**config.mk**
```make
export PLATFORM = sky130hd
export DESIGN_NAME = univ_shift_reg_flat
export DESIGN_NICKNAME = d
export VERILOG_FILES = /design/src/rtl/shift_pkg.sv /design/src/rtl/univ_shift_reg_if.sv /design/src/rtl/shift_burst_ctrl.sv /design/src/rtl/univ_shift_reg.sv /design/src/flat_wrapper.sv
export SDC_FILE = /design/constraint.sdc
export NUM_CORES = 1
export LEC_CHECK = 0
export CELL_PAD_IN_SITES_DETAIL_PLACEMENT = 0
export CELL_PAD_IN_SITES_GLOBAL_PLACEMENT = 1
export CORE_MARGIN = 5
export CORE_UTILIZATION = 39
export DETAILED_ROUTE_END_ITERATION = 8
export HOLD_SLACK_MARGIN = 0.08
export PLACE_DENSITY_LB_ADDON = 0.2
export SYNTH_ARGS = -nofsm -noshare
export SYNTH_HDL_FRONTEND = slang
export SYNTH_SLANG_ARGS = --single-unit
```
**constraint.sdc**
```tcl
create_clock -name clk -period 3.53 [get_ports clk]
set_input_delay 0.706 -clock clk [delete_from_list [all_inputs] [get_ports clk]]
set_output_delay 0.706 -clock clk [all_outputs]
set_load 0.05 [all_outputs]
```
**src/rtl/shift_pkg.sv**
```systemverilog
// Shared encodings for the universal shift register: operating modes and
// burst controller states.
package shift_pkg;

    typedef enum logic [1:0] {
        HOLD = 2'b00,
        SHR  = 2'b01,
        SHL  = 2'b10,
        LOAD = 2'b11
    } mode_e;

    typedef enum logic [1:0] {
        IDLE = 2'b00,
        RUN  = 2'b01,
        FIN  = 2'b10
    } state_e;

    localparam logic DIR_RIGHT = 1'b0;
    localparam logic DIR_LEFT  = 1'b1;

    // Only the two shift modes describe a burst that actually moves data.
    function automatic logic is_shift(input mode_e m);
        return (m == SHR) || (m == SHL);
    endfunction

endpackage

```
**src/rtl/univ_shift_reg_if.sv**
```systemverilog
// Control/data bundle of the universal shift register; master drives the
// operation, slave is the register itself.
interface univ_shift_reg_if #(
    parameter int WIDTH = 8,
    parameter int CNT_W = $clog2(WIDTH + 1)
);
    logic             en;
    logic [1:0]       mode;
    logic             si_r;
    logic             si_l;
    logic [WIDTH-1:0] pin;
    logic             start;
    logic [CNT_W-1:0] len;
    logic [WIDTH-1:0] q;
    logic             so_r;
    logic             so_l;
    logic             busy;
    logic             done;

    modport master (
        output en, mode, si_r, si_l, pin, start, len,
        input  q, so_r, so_l, busy, done
    );

    modport slave (
        input  en, mode, si_r, si_l, pin, start, len,
        output q, so_r, so_l, busy, done
    );
endinterface

```
**src/rtl/shift_burst_ctrl.sv**
```systemverilog
// Burst sequencer: accepts a start in IDLE, issues len shift strobes in the
// latched direction, then a single FIN cycle that raises done.
module shift_burst_ctrl
    import shift_pkg::*;
#(
    parameter int WIDTH = 8,
    parameter int CNT_W = $clog2(WIDTH + 1)
) (
    input  logic             clk,
    input  logic             rst_n,
    input  logic             start,
    input  logic [CNT_W-1:0] len,
    input  mode_e            mode,
    output logic             shift_en,
    output logic             dir,
    output logic             busy,
    output logic             done
);

    localparam logic [CNT_W-1:0] MAX_LEN = CNT_W'(WIDTH);

    state_e           state_q, state_d;
    logic [CNT_W-1:0] cnt_q, cnt_d;
    logic             dir_q, dir_d;
    logic             busy_q, busy_d;
    logic             done_q, done_d;
    logic [CNT_W-1:0] len_clamped;

    // A request longer than the register is the same as a full flush.
    assign len_clamped = (len > MAX_LEN) ? MAX_LEN : len;

    always_comb begin
        state_d = state_q;
        cnt_d   = cnt_q;
        dir_d   = dir_q;
        case (state_q)
            IDLE: begin
                if (start) begin
                    dir_d = (mode == SHL) ? DIR_LEFT : DIR_RIGHT;
                    if ((len_clamped == '0) || !is_shift(mode)) begin
                        state_d = FIN;
                        cnt_d   = '0;
                    end else begin
                        state_d = RUN;
                        cnt_d   = len_clamped;
                    end
                end
            end
            RUN: begin
                cnt_d = cnt_q - CNT_W'(1);
                if (cnt_q == CNT_W'(1)) state_d = FIN;
            end
            FIN:     state_d = IDLE;
            default: state_d = IDLE;
        endcase
        // Status flags are registered copies of the upcoming state.
        busy_d = (state_d == RUN);
        done_d = (state_d == FIN);
    end

    always_ff @(posedge clk or negedge rst_n) begin
        if (!rst_n) begin
            state_q <= IDLE;
            cnt_q   <= '0;
            dir_q   <= DIR_RIGHT;
            busy_q  <= 1'b0;
            done_q  <= 1'b0;
        end else begin
            state_q <= state_d;
            cnt_q   <= cnt_d;
            dir_q   <= dir_d;
            busy_q  <= busy_d;
            done_q  <= done_d;
        end
    end

    assign shift_en = (state_q == RUN);
    assign dir      = dir_q;
    assign busy     = busy_q;
    assign done     = done_q;

    a_busy_done_excl: assert property (@(posedge clk) disable iff (!rst_n) !(busy_q && done_q));
    a_done_pulse:     assert property (@(posedge clk) disable iff (!rst_n) done_q |=> !done_q);

endmodule

```
**src/rtl/univ_shift_reg.sv**
```systemverilog
// Universal shift register datapath: manual hold/shift/load while idle, plus
// counted shift bursts sequenced by shift_burst_ctrl.
module univ_shift_reg
    import shift_pkg::*;
#(
    parameter int WIDTH = 8,
    parameter int CNT_W = $clog2(WIDTH + 1)
) (
    input logic              clk,
    input logic              rst_n,
    univ_shift_reg_if.slave  bus
);

    if (WIDTH < 2) begin : g_width_chk
        $error("univ_shift_reg: WIDTH must be at least 2");
    end

    mode_e            mode;
    logic             shift_en;
    logic             dir;
    logic             busy;
    logic             done;
    logic             idle;
    logic [WIDTH-1:0] q_q, q_d;

    assign mode = mode_e'(bus.mode);

    shift_burst_ctrl #(
        .WIDTH (WIDTH),
        .CNT_W (CNT_W)
    ) u_ctrl (
        .clk      (clk),
        .rst_n    (rst_n),
        .start    (bus.start),
        .len      (bus.len),
        .mode     (mode),
        .shift_en (shift_en),
        .dir      (dir),
        .busy     (busy),
        .done     (done)
    );

    // IDLE is the only state with both flags low.
    assign idle = !busy && !done;

    always_comb begin
        q_d = q_q;
        if (shift_en) begin
            q_d = (dir == DIR_LEFT) ? {q_q[WIDTH-2:0], bus.si_l}
                                    : {bus.si_r, q_q[WIDTH-1:1]};
        end else if (idle && !bus.start && bus.en) begin
            case (mode)
                SHR:     q_d = {bus.si_r, q_q[WIDTH-1:1]};
                SHL:     q_d = {q_q[WIDTH-2:0], bus.si_l};
                LOAD:    q_d = bus.pin;
                default: q_d = q_q;
            endcase
        end
    end

    always_ff @(posedge clk or negedge rst_n) begin
        if (!rst_n) q_q <= '0;
        else        q_q <= q_d;
    end

    assign bus.q    = q_q;
    assign bus.so_r = q_q[0];
    assign bus.so_l = q_q[WIDTH-1];
    assign bus.busy = busy;
    assign bus.done = done;

endmodule
```
**src/flat_wrapper.sv**
```systemverilog
// flat-port wrapper written by rule: the top's interface ports become plain ports
module univ_shift_reg_flat import shift_pkg::*;
#(
    parameter int WIDTH = 8,
    parameter int CNT_W = $clog2(WIDTH + 1)
)
  (clk, rst_n, bus_en, bus_mode, bus_si_r, bus_si_l, bus_pin, bus_start, bus_len, bus_q, bus_so_r, bus_so_l, bus_busy, bus_done);
  univ_shift_reg_if #(.WIDTH(WIDTH), .CNT_W(CNT_W)) bus_i ();
  input logic clk;
  input logic rst_n;
  input wire logic [$bits(bus_i.en)-1:0] bus_en;
  input wire logic [$bits(bus_i.mode)-1:0] bus_mode;
  input wire logic [$bits(bus_i.si_r)-1:0] bus_si_r;
  input wire logic [$bits(bus_i.si_l)-1:0] bus_si_l;
  input wire logic [$bits(bus_i.pin)-1:0] bus_pin;
  input wire logic [$bits(bus_i.start)-1:0] bus_start;
  input wire logic [$bits(bus_i.len)-1:0] bus_len;
  output wire logic [$bits(bus_i.q)-1:0] bus_q;
  output wire logic [$bits(bus_i.so_r)-1:0] bus_so_r;
  output wire logic [$bits(bus_i.so_l)-1:0] bus_so_l;
  output wire logic [$bits(bus_i.busy)-1:0] bus_busy;
  output wire logic [$bits(bus_i.done)-1:0] bus_done;
  assign bus_i.en = bus_en;
  assign bus_i.mode = bus_mode;
  assign bus_i.si_r = bus_si_r;
  assign bus_i.si_l = bus_si_l;
  assign bus_i.pin = bus_pin;
  assign bus_i.start = bus_start;
  assign bus_i.len = bus_len;
  assign bus_q = bus_i.q;
  assign bus_so_r = bus_i.so_r;
  assign bus_so_l = bus_i.so_l;
  assign bus_busy = bus_i.busy;
  assign bus_done = bus_i.done;
  univ_shift_reg #(.WIDTH(WIDTH), .CNT_W(CNT_W)) u_core (.clk(clk), .rst_n(rst_n), .bus(bus_i));
endmodule
```
# Word-level counts from Yosys, hierarchy flattened
# Cells that the tools add are included.
# W data, S select, Z words.
[totals]
regBits = 17
input_bits = 20
out_inout_bits = 12
wordCells = 46
[op_classes]
n_addsub = 1
order_cmp = 1
n_eq_ne = 8
n_mux = 13
n_reduce_logical = 17
[op_table]
columns = ["cell", "n"]
rows = [
  ["$mux W8", 3],
  ["$pmux W8 S3", 1],
  ["$mux W4", 3],
  ["$pmux W4 S2", 1],
  ["$eq A2 B1 Y1 const B", 3],
  ["$eq A2 B2 Y1 const B", 3],
  ["$mux W2", 3],
  ["$reduce_and A2 Y1", 3],
  ["$eq A4 B1 Y1 const B", 1],
  ["$gt A4 B4 Y1 const B", 1],
  ["$logic_not A1 Y1", 4],
  ["$logic_not A4 Y1", 1],
  ["$pmux W2 S2", 1],
  ["$reduce_bool A2 Y1", 2],
  ["$reduce_bool A4 Y1", 1],
  ["$sub A4 B1 Y4 const B", 1],
  ["$logic_and A1 B1 Y1", 3],
  ["$logic_not A2 Y1", 1],
  ["$logic_or A1 B1 Y1", 2],
  ["$ne A2 B2 Y1 const B", 1],
  ["$mux W1", 1],
]

# Logic depth before layout (Yosys ltp)
[logic_depth]
word_depth = 8
mapped_depth = 6
ltp_nobuf = 6

# Cells and area by module
# A second synthesis with hierarchy kept.
[hier_totals]
cells_unflattened = 152
area_unflattened_um2 = 1192.4
[by_module_without_submodules]
columns = ["module", "n_inst", "cells_per_inst", "area_per_inst_um2", "seq_area_each_um2"]
rows = [
  ["univ_shift_reg", 1, 107, 706.9, 200.2],
  ["shift_burst_ctrl", 1, 45, 485.5, 225.2],
]

# Least setup slack after synthesis
# OpenSTA, ideal clock, no wires.
[synth_path]
path_type = "input -> register"
from = "in bus_mode[0]"
to = "reg u_core.q_q[4], in the netlist u_core.bus.q[4]"
setup_ns = 0.094
t_arrival_ns = 1.874
t_required_ns = 3.436
slack_ns = 1.562
path_stages = 6
n_path_buf = 2
path_cell_list = "ha_1 -> buf_2 -> o31ai_2 -> buf_6 -> a2111oi_4 -> a221oi_2"
[synth_between]
elab_chain_len = 4
[synth_lines]
columns = ["element", "line", "rtl"]
rows = [
  ["start: declaration", "flat_wrapper.sv:12", "input wire logic [$bits(bus_i.mode)-1:0] bus_mode;"],
  ["$eq A2 B2 Y1 / $eq A2 B1 Y1 (equally long branches)", "univ_shift_reg.sv:52", "case (mode)"],
  ["$pmux W8 S3", "univ_shift_reg.sv:52", ""],
  ["$mux W8", "univ_shift_reg.sv:51", "end else if (idle && !bus.start && bus.en) begin"],
  ["$mux W8", "univ_shift_reg.sv:48", "if (shift_en) begin"],
  ["end signal: assignment", "univ_shift_reg.sv:63", "else q_q <= q_d;"],
  ["end: declaration", "univ_shift_reg.sv:24", "logic [WIDTH-1:0] q_q, q_d;"],
]
# Several ways; a longest one is shown, not always the timed one. The select of a mux whose other input is x is not followed.
# A chain may end at the register's enable or synchronous reset.

# Final worst setup path
[layout_path]
from = "in bus_mode[0]"
to = "reg u_core.q_q[3], in the netlist u_core.bus.q[3]"
# The elaborated chain is that of the path after synthesis.

==> impl_results.md <==
* Clock Skews at 0.002193 ns
* CTS clk-pin slew, worst paths at 0.11 ns
* Post-synth top flop: dfrtp_1
* Most common cell in the netlist: dfrtp_1
* Worst R2R Setup Slack at 1.56 ns
* Clk_lat worst skew at 0.29 ns
* Post-route setup slack at 1.116 ns
* Layout overhead on the synthesized area at 28.15%
* Largest net degree at the start of global routing at 28
* Post-synth EDFFs at 0
* Starting Density at 0.3971
* CP arrival at 2.53 ns
* Syn Nets at 141
* Cell taking the most area after synthesis: dfrtp_1
* Worst EP required at 3.65 ns
* Drt wl/cell at 16.49 um
* Hold wc startpoint: u_core.u_ctrl.cnt_q[0]
* Via count of the first global-routing pass at 998
* Worst Tran Pin Value at 1.153 ns
* Warnings, synthesis at 0
* Port buffer count at 31
* CP cell instances: clkdlybuf4s50_1, ha_1, o31ai_2, buf_4, a2111oi_0, a221oi_1
* WHS Path Cells at 1
* Drt first pass iters at 4
* Final Cycle Share at 0.6838
* Die ar. at 0.004233 mm^2
* # setup viols final at 0
* Reg-to-reg startpoint: u_core.u_ctrl.state_q[0]
* Fmax at 414.3 MHz
* Die Wd at 65.06 um
* Synth async-reset ratio at 1.000
* Std-Cell Rows at 20
* Max-slew violations at 0
* Power, Total at 1183 uW
* Status: completed
* Crit path max-delay family: buffers and inverters
* Cell Area, Synth at 0.001182 mm^2
* Post-cts resize count at 0
* Crit path largest cell delay at 0.51 ns
* RSZ-0062 raised after global routing: no
* Antenna violations before repair at 0
* Ant diodes at 0
* Min Clock Period, post-route at 2.414 ns
* Max VDD drop at 0.3698 mV
* GR Layer Usage met2 at 0.2439
* Crit Path Category: input port to flip-flop
* Yosys reg bits at 17
* Share of the synthesized area in the top cell type at 0.3598
* Gpl congestion at 0.7927
* H-tree levels at 1
* CTS Buf Count at 3
* Largest cells by area after synthesis: dfrtp_1 36%, mux2i_1 6.8%, a22o_1 5.9%
* Pre-CTS setup slack at 0.7925 ns
* CP Buf/Inv Count at 2
* First-pass GRT wire length at 4726 um
* Relative slew slack at 0.2278
* Critical Path Source Type: input port
* Crit path max fanout at 16
* Multi-input gate area at 688.2 um^2
* Hold_ws at 0.5494 ns
* # hold bufs at CTS at 0
* Slowest stage cell, crit path: clkdlybuf4s50_1
* DIE HEIGHT at 65.06 um
* Setup bufs post-CTS at 0
* Reg2reg path depth at 3
* Drc violations at 0
* Final WL at 2885 um
* Via density at 5.931
* Max-cap violations at 0
* Global routing usage on met3 at 0.01560
* Clk Tree Root Cell: clkbuf_4
* Hold WC Path Type: flip-flop to flip-flop
* Total track usage at 0.1457
* Number of routed nets with antenna violations at 0
* Static Leak at 0.0005681 uW
* CP Capture Type: flip-flop
* CTS tree: built
* I/O Pins at 32
* Power Density at 780.7 mW/mm^2
* Fill cells at 290
* Drt first-iter violations at 88
* Seq/Total Area, Yosys at 0.3598
* Avg Cell Area, Syn at 10.19 um^2
* Setup_tns at 0 ns
* Synth cell count leaders: 17 x dfrtp_1, 14 x nor2_1, 8 x a22o_1, 8 x mux2i_1, 7 x a221oi_1
* TritonCTS Sinks at 17
* Sequential cell area at 425.4 um^2
* Hold path endpoint: u_core.u_ctrl.cnt_q[0]
* Final Hold Viols at 0
* Total grt overflow at 0
* Longest Clk Path Bufs at 2
* Grt peak-use layer: met2
* Terminus of the critical flop-to-flop path: u_core.bus.q[3]
* Distinct cells, synth at 33
* Final Net Count at 168
* Vias after detailed routing at 1,038
* Core Box Area at 0.002978 mm^2
* Met1 Use GR at 0.1861
* Mapped Cells at 116
* Share of layout cells above drive strength 1 at 0.1197
* HPWL after DPL at 2147 um
sequential cells by signal, indices dropped and copies added (netlist names):
signal / count
u_core.u_ctrl.cnt_q: 4
u_core.u_ctrl.busy: 1
u_core.bus.q: 8
u_core.u_ctrl.done: 1
u_core.u_ctrl.dir: 1
u_core.u_ctrl.state_q: 2
cells in the final DEF (no fill, tap or decap), types with 2 or more instances in the layout:
master	instances
clkdlybuf4s50_1	31
a22o_1	8
o22ai_1	3
dfrtp_1	17
nand2_1	2
mux2i_1	8
clkbuf_4	3
nor2_1	14
a2111oi_0	6
o21ai_0	2
a221oi_1	7
a221oi_2	2
a2111oi_4	2
nand2b_1	3
a21oi_1	6
ha_1	5
inv_1	4
a31oi_1	2
o31ai_1	3
logic make-up after synthesis:
group,share of synthesized area
compound gates,0.3259
fa+ha+maj,0.05291
buf+inv,0.06030
simple gates,0.1238
flops,0.3598
mux,0.07725
how the worst max path moves through the flow:
stage / end / from / cells after the start / slack (ns)
floorplan: u_core.bus.q[4] / bus_mode[0] / 6 / 1.56
global placement: u_core.bus.q[3] / bus_mode[0] / 6 / 0.85
detailed placement: u_core.bus.q[7] / bus_mode[0] / 6 / 0.79
CTS: u_core.bus.q[3] / bus_mode[0] / 6 / 1.11
global route: u_core.bus.q[6] / bus_mode[0] / 7 / 0.95
finish: u_core.bus.q[3] / bus_mode[0] / 6 / 1.12
stage by stage:
| step | cell area (um^2) | util | instances |
|---|---|---|---|
| floorplan | 1182 | - | 116 |
| global route | 1515 | 0.5088 | 175 |
| global placement | 1488 | 0.4996 | 171 |
| finish | 1515 | 0.5088 | 175 |
| CTS | 1515 | 0.5088 | 175 |
| detailed placement | 1488 | 0.4996 | 171 |
power breakdown:
part	leakage [uW]	switching [uW]	internal, uW	total, uW
registers	0.000192	126	276	402
logic	0.000358	398	275	673
clock network	0.0000177	65.2	42.1	107
metal layers:
metal	routed length, um	vias to the layer above	part of all wire
li1	-	505	-
met5	0	-	0
met2	1552	21	0.54
met1	1186	510	0.41
met4	35	0	0.012
met3	110	2	0.038
area by class of cell:
type	instances	area share
clock buffer	3	0.01486
clock inverter	1	0.003303
inverter	4	0.009909
multi-input combinational	85	0.4542
sequential	17	0.2808
tap	33	0.02725
timing repair buffer	32	0.2097
Power figures use the tool's default switching activity.
==> edit 1: new RTL, config.mk and constraints unchanged <==
Reset style: synchronous (`rst_n`), changed in 2 clocked blocks.
--- a/src/rtl/shift_burst_ctrl.sv
+++ b/src/rtl/shift_burst_ctrl.sv
@@ -59,5 +59,5 @@
     end
 
-    always_ff @(posedge clk or negedge rst_n) begin
+    always_ff @(posedge clk) begin
         if (!rst_n) begin
             state_q <= IDLE;
--- a/src/rtl/univ_shift_reg.sv
+++ b/src/rtl/univ_shift_reg.sv
@@ -59,5 +59,5 @@
     end
 
-    always_ff @(posedge clk or negedge rst_n) begin
+    always_ff @(posedge clk) begin
         if (!rst_n) q_q <= '0;
         else        q_q <= q_d;
Check against the original RTL: differs if rst_n is asserted again (counterexample within 4 cycles, from zero or initial values and one cycle with rst_n low); with rst_n held inactive, the same outputs for 10 cycles.
==> edit 1 against the original RTL <==
Maximum frequency is 2.7% higher. Worst setup slack better by 63 ps. Synthesized area is 5.3% higher. Sequential cell count stayed put. Critical path depth stayed put. First-iteration DRC count is 35% lower. Routed wire length is 14% higher. Die area is 4.5% higher. Register-to-register slack better by 250 ps. Final area is 4.8% higher.
Power is not compared: it rests on default switching activity, and its combinational part moved more than twofold at a synthesized area within 25%.
==> edit 1: results (changes against the original RTL) <==
H-Tree Depth - 1 (unchanged)
CP max stage cell - or3_1
Routed vias - 1200 (+16%)
Syn nets - 168 (+19%)
Clock root buffer - clkbuf_4
Max FFs per register - 8 (unchanged)
CTS buffer count - 3 (unchanged)
P_leak - 0.000553 uW
Largest net degree at the start of global routing - 20 (-29%)
Iter 0 DRT Violations - 57 (-35%)
Unique cell type count in the Yosys netlist - 42 (+27%)
Status - complete, no violations
Antenna cells - 0 (unchanged)
Slew HR - 49.6% (+27 points)
# resized after CTS - 0 (unchanged)
Commonest cells post-synth - dfxtp_1, o211ai_1, nand2_1
Clock slew at reported path FFs - 110 ps (about the same)
WP data arrival - 2520 ps (about the same)
Syn. warnings - 0 (unchanged)
Pre-Repair DR Iteration Count - 4 (unchanged)
GRT Total Usage - 15.7% (+1.1 points)
Seq/Total Area, Yosys - 27.3% (-8.6 points)
Crit-path max FO - 19 (+3)
Fraction of layout cells with a size suffix above 1 - 7.23% (-4.7 points)
Worst hold-check path type - flip-flop to flip-flop
Global-route wire length before repair - 5400 um (+14%)
Setup bufs post-CTS - 0 (unchanged)
Asr flop ratio synth - 0% (-100 points)
Synth Flop Type - dfxtp_1
Post-DR wirelength/cell - 15.6 um (-5.3%)
Antenna violations before repair - 0 (unchanged)
Setup Skew - 2.34 ps (+0.148 ps)
Max stage delay on crit path - 590 ps (+80 ps)
IR Drop Worst-Case VDD - 151 uV
Longest Clk Path Bufs - 2 (unchanged)
Final #Nets - 192 (+14%)
Fillcell total - 313 (+7.9%)
HPWL reported at the end of detailed placement - 2370 um (+10%)
GP Congestion - 0.791 (-0.20%)
PortBufs - 31 (unchanged)
Vias in the first global route - 1121 (+12%)
Total grt overflow - 0 (unchanged)
Skew-Pair Late Insertion Delay - 290 ps (about the same)
Synth top area cells - dfxtp_1, o211ai_1, a22o_1
-- edit 1: where the power goes --
| part | internal [uW] | total (uW) | switching [uW] |
|---|---|---|---|
| Sequential | 203 | 221 | 17.0 |
| Clock | 42.1 | 107 | 64.7 |
| Combinational | 68.5 | 153 | 84.1 |
| Total | 314 | 480 | 166 |
-- edit 1: per-layer routing --
| layer | wire length [um] | global-route usage, % |
|---|---|---|
| met1 | 1650 | 22.9 |
| met5 | 0 | 0 |
| met2 | 1390 | 22.3 |
| met4 | 27 | 6.60 |
| met3 | 215 | 2.70 |
-- edit 1: worst max-delay path, delay by kind of cell --
| family | cells | cell delay, ps |
|---|---|---|
| simple gates | 1 | 590 |
| compound gates | 2 | 250 |
| fa+ha+maj | 1 | 410 |
| buf+inv | 2 | 550 |
-- edit 1: logic make-up after synthesis --
| logic type | synth area share, % |
|---|---|
| compound gates | 31.1 |
| mux | 8.04 |
| flops | 27.3 |
| fa+ha+maj | 5.03 |
| buf+inv | 7.03 |
| simple gates | 21.5 |
-- edit 1: worst paths after layout --
path | from | to | slack, ps | depth (start not counted)
max | bus_mode[0] | u_core.bus.q[2]$_SDFFE_PN0P_ | 1180 | 6
min | u_core.u_ctrl.cnt_q[2]$_SDFFE_PN0P_ | u_core.u_ctrl.cnt_q[2]$_SDFFE_PN0P_ | 530 | 2
max reg2reg | u_core.u_ctrl.state_q[1]$_SDFF_PN0_ | u_core.bus.q[2]$_SDFFE_PN0P_ | 1810 | 3
min reg2reg | u_core.u_ctrl.cnt_q[2]$_SDFFE_PN0P_ | u_core.u_ctrl.cnt_q[2]$_SDFFE_PN0P_ | 530 | 2
-- edit 1: stage by stage --
| stage | total power, uW | hold WS, ps | worst slack (ps) | area, um^2 | instances |
|---|---|---|---|---|---|
| floorplan | 321 | 472 | 1600 | 1240 | 143 |
| global placement | 374 | 508 | 909 | 1560 | 206 |
| detailed placement | 376 | 505 | 879 | 1560 | 206 |
| CTS | 484 | 521 | 1200 | 1590 | 210 |
| global route | 508 | 547 | 1090 | 1590 | 210 |
| finish | 480 | 527 | 1180 | 1590 | 210 |
-- edit 1: cell type report --
cell class,count,share of cell area (%)
Sequential cell,17,21.4
Clock buffer,3,1.42
Timing Repair Buffer,33,20.5
Multi-Input combinational cell,106,51.5
Inverter,6,1.42
Clock inverter,1,0.315
Tap cell,44,3.47
==> edit 2: new RTL, same settings <==
Made on the original files. `WIDTH` is set to 8 in 4 places; all go to 16.
--- a/src/rtl/univ_shift_reg_if.sv
+++ b/src/rtl/univ_shift_reg_if.sv
@@ -2,5 +2,5 @@
 // operation, slave is the register itself.
 interface univ_shift_reg_if #(
-    parameter int WIDTH = 8,
+    parameter int WIDTH = 16,
     parameter int CNT_W = $clog2(WIDTH + 1)
 );
--- a/src/rtl/shift_burst_ctrl.sv
+++ b/src/rtl/shift_burst_ctrl.sv
@@ -4,5 +4,5 @@
     import shift_pkg::*;
 #(
-    parameter int WIDTH = 8,
+    parameter int WIDTH = 16,
     parameter int CNT_W = $clog2(WIDTH + 1)
 ) (
--- a/src/rtl/univ_shift_reg.sv
+++ b/src/rtl/univ_shift_reg.sv
@@ -4,5 +4,5 @@
     import shift_pkg::*;
 #(
-    parameter int WIDTH = 8,
+    parameter int WIDTH = 16,
     parameter int CNT_W = $clog2(WIDTH + 1)
 ) (
--- a/src/flat_wrapper.sv
+++ b/src/flat_wrapper.sv
@@ -2,5 +2,5 @@
 module univ_shift_reg_flat import shift_pkg::*;
 #(
-    parameter int WIDTH = 8,
+    parameter int WIDTH = 16,
     parameter int CNT_W = $clog2(WIDTH + 1)
 )
Interface: changed (resized bus_len, bus_pin and bus_q); port bits go from 32 to 49. No check against the original RTL was run, so the function may have changed too.
==> edit 2 against the original RTL <==
Final area rose by 33%. Sequential cell count increased by 9. Largest power group unchanged. First-iteration DRC count is 8.0% higher. Worst setup slack got worse by 17 ps. Global-route usage grew 0.76 points. Synthesized area up 30%. Largest cell class unchanged. Routed wire length up 35%. Highest routed layer unchanged. Critical path type unchanged. Total power is 75% higher.
==> edit 2: results (changes against the original RTL) <==
Largest net degree at the start of global routing - 27 (-3.6%)
Global-route wire length before repair - 6450 um (+37%)
Clock root buffer - clkbuf_8
Post-DP Area - 1980 um^2 (+33%)
Status - complete, no violations
Unique cell type count in the Yosys netlist - 33 (unchanged)
Skew-Pair Late Insertion Delay - 270 ps (-20 ps)
Commonest cells post-synth - dfrtp_1, nor2_1, a21oi_1
Antenna cells - 0 (unchanged)
Asr flop ratio synth - 100% (unchanged)
IR Drop Worst-Case VDD - 434 uV (+17%)
PortBufs - 48 (+55%)
Iter 0 DRT Violations - 95 (+8.0%)
Clock slew at reported path FFs - 90 ps (-20 ps)
WP data arrival - 2620 ps (+90 ps)
Top cell type's share of synthesized area - 42.5% (+6.5 points)
GRT Total Usage - 15.3% (+0.76 points)
Worst hold-check path type - flip-flop to flip-flop
Longest Clk Path Bufs - 2 (unchanged)
Post-DR wirelength/cell - 16.2 um (-1.7%)
Final #Nets - 228 (+36%)
Fraction of layout cells with a size suffix above 1 - 7.29% (-4.7 points)
Setup bufs post-CTS - 0 (unchanged)
GP Congestion - 0.793 (about the same)
Final Non-Filler Cells - 240 (+37%)
Final ANT Viol Nets - 0 (unchanged)
Syn nets - 184 (+30%)
HPWL reported at the end of detailed placement - 2970 um (+38%)
# resized after CTS - 0 (unchanged)
Syn. warnings - 0 (unchanged)
Synth top area cells - dfrtp_1, a222oi_1, a21oi_1
Vias in the first global route - 1344 (+35%)
Seq/Total Area, Yosys - 42.5% (+6.5 points)
Slew HR - 62.8% (+40 points)
Setup Skew - 8.22 ps (+6.03 ps)
Final hold slack - 515 ps (-34.3 ps)
Antenna violations before repair - 0 (unchanged)
P_leak - 0.000823 uW (+45%)
Crit-path max FO - 17 (+1)
CTS buffer count - 3 (unchanged)
Vias/cell - 5.73 (-3.5%)
Pre-Repair DR Iteration Count - 7 (+3)
H-Tree Depth - 1 (unchanged)
Syn Area/Cell - 10.2 um^2 (+0.17%)
Max FFs per register - 16 (+8)
==> edit 2: changes by cell type after synthesis, sizes merged, moves of 7 or more <==
cell / unedited run / this run
a21oi: 6 / 20
a222oi: 0 / 12
nor2: 15 / 22
dfrtp: 17 / 26
a2111oi: 8 / 0
a221oi: 9 / 0
==> edit 2: logic make-up (layout without fill, tap and decap cells) <==
group                    Yosys count  in the layout  synth area share [%]
flip-flops                        26             26                  42.5
adder cells (fa/ha/maj)            5              5                  4.08
buffers and inverters             17             59                  8.41
AND/OR/NAND/NOR                   38             38                  11.8
AO/OA/AOI/OAI                     54             54                  25.9
multiplexers                      10             10                  7.27
==> edit 2: through the flow <==
stage / total power (uW) / setup slack [ps]
after CTS: 2080 / 1100
after detailed placement: 1910 / 823
after global placement: 1880 / 855
after global routing: 2220 / 1010
after floorplan: 1570 / 1480
final: 2070 / 1100
==> edit 2: worst paths after layout <==
check,startpoint,slack (ps),end,cells past startpoint
max,bus_start,1100,u_core.bus.q[1]$_DFFE_PN0P_,6
min,u_core.u_ctrl.cnt_q[4]$_DFFE_PN0P_,520,u_core.u_ctrl.cnt_q[4]$_DFFE_PN0P_,2
max reg2reg,u_core.u_ctrl.state_q[1]$_DFF_PN0_,1560,u_core.bus.q[10]$_DFFE_PN0P_,4
min in group asynchronous,rst_n,790,u_core.u_ctrl.cnt_q[4]$_DFFE_PN0P_,2
min reg2reg,u_core.u_ctrl.cnt_q[4]$_DFFE_PN0P_,520,u_core.u_ctrl.cnt_q[4]$_DFFE_PN0P_,2
max in group asynchronous,rst_n,2490,u_core.bus.q[2]$_DFFE_PN0P_,2
==> edit 2: area by class of cell <==
cell class	count	area, um^2
Fill cell	345	1720
Timing Repair Buffer	50	495
Clock buffer	3	41.3
Tap cell	48	60.1
Sequential cell	26	651
Inverter	6	22.5
Multi-Input combinational cell	107	752
==> edit 2: layer usage <==
layer,global-route usage (%),wire [um]
met1,21.3,1690
met2,24.0,1830
met3,4.13,350
met4,3.07,24
met5,0,0
==> edit 2: power breakdown <==
| part | total (uW) | switching [uW] | internal [uW] |
|---|---|---|---|
| Clock | 164 | 87.7 | 76.4 |
| Combinational | 1280 | 788 | 495 |
| Sequential | 626 | 181 | 445 |
| Total | 2070 | 1060 | 1020 |
==> edit 2: critical path, stage by stage <==
cell             delay (ps)
clkdlybuf4s50_1         450
or4b_1                  590
o21ai_4                 440
buf_4                   260
nor2_1                   50
a21oi_1                 120
